[src/rtl/reg_bank_store.sv]
// 16-entry register bank fed by a one-hot destination decoder, with two registered
// read ports, a sticky one-hot legality flag and a sequenced clear engine.
// Optional build macro: REG_BANK_BYPASS_EN (same-cycle write-to-read forwarding).
module reg_bank_store #(
    parameter int                 WIDTH     = 16,
    parameter logic [WIDTH-1:0]   CLR_VALUE = '0
) (
    input  logic             clk,
    input  logic             rst,
    input  logic             wr_en,
    input  logic [15:0]      enable,
    input  logic [WIDTH-1:0] wr_data,
    input  logic [3:0]       rd_addr_a,
    input  logic [3:0]       rd_addr_b,
    output logic [WIDTH-1:0] rd_data_a,
    output logic [WIDTH-1:0] rd_data_b,
    input  logic             clr_req,
    output logic             busy,
    output logic             onehot_err
);

    typedef enum logic {
        IDLE  = 1'b0,
        CLEAR = 1'b1
    } state_t;

    state_t                  r_state;
    state_t                  w_state_nxt;
    logic [3:0]              r_clr_cnt;
    logic [3:0]              w_clr_cnt_nxt;
    logic [15:0][WIDTH-1:0]  r_regs;
    logic                    w_onehot;
    logic                    w_wr_ok;
    logic [WIDTH-1:0]        w_rd_a;
    logic [WIDTH-1:0]        w_rd_b;

    // Exactly one bit set: non-zero and clearing the lowest set bit leaves nothing.
    assign w_onehot = (enable != 16'd0) && ((enable & (enable - 16'd1)) == 16'd0);
    assign w_wr_ok  = wr_en && w_onehot && !busy;
    assign busy     = (r_state == CLEAR);

    always_ff @(posedge clk or posedge rst) begin
        if (rst) begin
            r_state   <= IDLE;
            r_clr_cnt <= 4'd0;
        end else begin
            r_state   <= w_state_nxt;
            r_clr_cnt <= w_clr_cnt_nxt;
        end
    end

    always_comb begin
        w_state_nxt   = r_state;
        w_clr_cnt_nxt = r_clr_cnt;
        case (r_state)
            IDLE: begin
                if (clr_req) begin
                    w_state_nxt   = CLEAR;
                    w_clr_cnt_nxt = 4'd0;
                end
            end
            CLEAR: begin
                // clr_req is ignored here; the sweep always runs all 16 entries once.
                w_clr_cnt_nxt = r_clr_cnt + 4'd1;
                if (r_clr_cnt == 4'd15)
                    w_state_nxt = IDLE;
            end
            default: begin
                w_state_nxt   = IDLE;
                w_clr_cnt_nxt = 4'd0;
            end
        endcase
    end

    // Clear sweep owns the bank while busy; user writes only land when idle.
    for (genvar gi = 0; gi < 16; gi++) begin : g_reg
        always_ff @(posedge clk or posedge rst) begin
            if (rst)
                r_regs[gi] <= '0;
            else if (busy && (r_clr_cnt == 4'(gi)))
                r_regs[gi] <= CLR_VALUE;
            else if (w_wr_ok && enable[gi])
                r_regs[gi] <= wr_data;
        end
    end

    always_ff @(posedge clk or posedge rst) begin
        if (rst)
            onehot_err <= 1'b0;
        else if (wr_en && !w_onehot)
            onehot_err <= 1'b1;
    end

`ifdef REG_BANK_BYPASS_EN
    // Forward the in-flight user write; clear-engine writes are never forwarded.
    assign w_rd_a = (w_wr_ok && enable[rd_addr_a]) ? wr_data : r_regs[rd_addr_a];
    assign w_rd_b = (w_wr_ok && enable[rd_addr_b]) ? wr_data : r_regs[rd_addr_b];
`else
    assign w_rd_a = r_regs[rd_addr_a];
    assign w_rd_b = r_regs[rd_addr_b];
`endif

    always_ff @(posedge clk or posedge rst) begin
        if (rst) begin
            rd_data_a <= '0;
            rd_data_b <= '0;
        end else begin
            rd_data_a <= w_rd_a;
            rd_data_b <= w_rd_b;
        end
    end

endmodule

[config.mk]
export PLATFORM = sky130hd
export DESIGN_NAME = reg_bank_store
export DESIGN_NICKNAME = d
export VERILOG_FILES = /design/src/rtl/reg_bank_store.sv
export SDC_FILE = /design/constraint.sdc
export NUM_CORES = 1
export LEC_CHECK = 0
export CAP_MARGIN = 20
export CELL_PAD_IN_SITES_DETAIL_PLACEMENT = 1
export CELL_PAD_IN_SITES_GLOBAL_PLACEMENT = 2
export CORE_MARGIN = 8
export CORE_UTILIZATION = 42
export DETAILED_ROUTE_END_ITERATION = 8
export HOLD_SLACK_MARGIN = 0.1
export PLACE_DENSITY = 0.84
export SKIP_LAST_GASP = 1
export SYNTH_ARGS = -nofsm -noshare
export SYNTH_HDL_FRONTEND = slang
export SYNTH_SLANG_ARGS = --single-unit
[constraint.sdc]
create_clock -name clk -period 28.7 [get_ports clk]
set_clock_uncertainty 0.15 [all_clocks]
set_input_delay 4.305 -clock clk [delete_from_list [all_inputs] [get_ports clk]]
set_output_delay 4.305 -clock clk [all_outputs]
set_load 0.005 [all_outputs]
==> impl_metrics.tcl <==
set metrics [dict create \
    max-slew-margin-rel_pct 23.3 \
    antenna_found_initial 5 \
    core-area_um2 37300 \
    rr_worst_depth 6 \
    drive_gt1_share_pct 18.5 \
    irDropWorstVdd_mv 0.0480 \
    synth_flop_cell "dfrtp_1" \
    hpwl_mm 32.7 \
    syn_area_per_cell_um2 10.8 \
    p_sw_uw 572 \
    areaGrowthSynthToFinish_pct 13.8 \
    pwr-share-seq_pct 44.1 \
    vias 12100 \
    seq_area_frac_synth_pct 46.7 \
    hp-class "flop to flop" \
    die-area_um2 44000 \
    tightest_slew_ps 1150 \
    first_pass_iters 5 \
    ios 78 \
    p_int_mw 1.12 \
    yosysUniqueCellTypes 38 \
    finalCritPeriodShare_pct 28.3 \
    synthArstFlopShare_pct 100 \
    ctsHtreeMaxLevel 2 \
    start_util_pct 42.2 \
    drtAntennaViolNets 0 \
    crit_fanout 18 \
    tns_ps 0 \
    port_buffers 77 \
    hold_depth 1 \
    cts_buffer_depth 3 \
    overflow 0 \
    grt_max_degree 95 \
    synth_cells 1466 \
    place_ws_ps 20050 \
    yosysWarnings 0 \
    rsz0062_at_grt "no" \
    synth_nets 1514 \
    cpPeakStageDelay_ps 1070 \
    placed_cells 1912 \
    critical_path.cell_chain "clkdlybuf4s50_1, or4_1, o41ai_2, o2111ai_4, nor4_4, buf_4, nand2_1, o21ai_1" \
    finalNetCount 1528 \
    grt_pass1_wl_mm 81.6 \
    rows 71 \
    drc 0 \
    cp.arrival_ps 8380 \
    synth_edf_count 0 \
    required_ps 28970 \
    stdcell_count 1980 \
    fmax_mhz 123 \
    crit_family "simple AND/OR/NAND/NOR gates" \
    cts_setup_buffers 0 \
    cp_num_cells 8 \
    finalHoldViolations 0 \
    synthTopCellsByArea "dfrtp_1 47%, mux4_2 23%, nand2_1 12%, o21ai_1 4.2%, o21ai_0 3.9%" \
    cap_violations 0 \
    grt_pass1_vias 13000 \
    fin_crit_ps 8110 \
    cts_resized 0 \
    slew_violations 0 \
    cts-root-buf "clkbuf_16" \
    crit_type "input pin to flop" \
    fp.dieW_um 210 \
    yosys.area.top_type_share_pct 46.7 \
    setup_slack_ps 20590 \
    postLayoutCellArea_um2 17900 \
    yosysTopAreaCell "dfrtp_1" \
    via_per_inst 6.09 \
    netlist_area_um2 15800 \
    clk_pin_slew_ps 50 \
    numCtsBuffers 35 \
    status "completed" \
    finalSetupViolations 0 \
    critPathBufInv 2 \
    totalWireLength_mm 52.9 \
    power_frac_comb_pct 31.5 \
    cts_tree "done" \
    powerDensity_nw_per_um2 94.5 \
    synth_seq_cells 294 \
    clock_power_share_pct 24.4 \
    dr.first_iter.drc_count 1137 \
    holdWs_ps 351 \
    cts.sinks 294 \
    switching_share_pct 33.7 \
    grt_usage_pct 24.5 \
    wl_per_cell_um 26.7 \
    die_y_um 210 \
    holdBufCountCts 0 \
    utilization_pct 48.1 \
    clk_latency_ps 520 \
    leakage_nw 7.50 \
    power.total_mw 1.70 \
    start_kind "input pin" \
    crit_slowest_cell "nor4_4" \
    place.gp.congestion 0.797 \
    crit_path_end_kind "flop" \
    post_dp_cell_area_um2 16800 \
]
-- final timing paths --
kind                                    end        from  slack [ps]
worst max-delay path            r_regs[161]   enable[0]       20590
worst min-delay path             onehot_err  onehot_err         350
worst max register to register  r_regs[161]        busy       25170
worst min register to register   onehot_err  onehot_err         350
max in group asynchronous       r_regs[204]         rst       22880
min in group asynchronous       r_regs[198]         rst        4150
-- layout by cell type (no fill, tap or decap), types with 11 or more instances in the layout --
cell               n
inv_1             22
o21ai_1          131
nor4_4            15
clkbuf_16         35
clkbuf_1          12
o21ai_0          123
nand3_1           11
buf_4             40
clkdlybuf4s50_1   73
dfrtp_1          294
nand2_1          501
mux2i_1           17
mux4_2           160
-- state kept, by name (all words and copies together) (netlist names) --
signal      cells
busy            1
onehot_err      1
r_clr_cnt       4
r_regs        256
rd_data_a      16
rd_data_b      16
-- cells in the mapped netlist, types with 2 or more instances --
master	count
a2111oi_2	3
a21oi_1	4
buf_1	14
buf_2	24
buf_4	15
buf_6	4
clkbuf_1	85
dfrtp_1	294
ha_1	4
inv_1	23
maj3_1	2
mux2i_1	17
mux4_2	160
nand2_1	501
nand3_1	11
nand4_1	5
nor2_1	4
nor2b_1	6
nor3_2	2
nor4_1	3
nor4_2	5
nor4_4	10
o21ai_0	123
o21ai_1	131
or3_1	2
or4_1	2
-- kinds of logic after synthesis --
group	count (synthesis)	synth area share [%]
buf+inv	165	4.67
flops	294	46.7
mux	178	24.0
fa+ha+maj	6	0.445
compound gates	268	9.04
simple gates	555	15.2
-- per-layer routing --
metal	global-route usage, %	up-vias	wire length (µm)
li1	-	5170	-
met2	39.4	536	25300
met3	4.34	85	4230
met4	8.77	0	1650
met5	0	-	0
met1	33.3	6275	21700
-- cell type report --
type	instances	area [µm²]
timing repair buffer	119	1120
clock buffer	53	1000
tap	474	593
fill	4034	19400
clock inverter	5	28.8
sequential	294	7360
multi-input combinational	1007	7730
inverter	23	93.8
antenna	5	12.5
-- power by group through the flow --
stage	Combinational [mW]	Sequential, mW	Clock, mW
floorplan	0.358	0.697	0
global placement	0.510	0.733	0
detailed placement	0.534	0.748	0
CTS	0.536	0.745	0.424
global route	0.583	0.771	0.437
finish	0.533	0.748	0.414
Power figures use the tool's default switching activity.
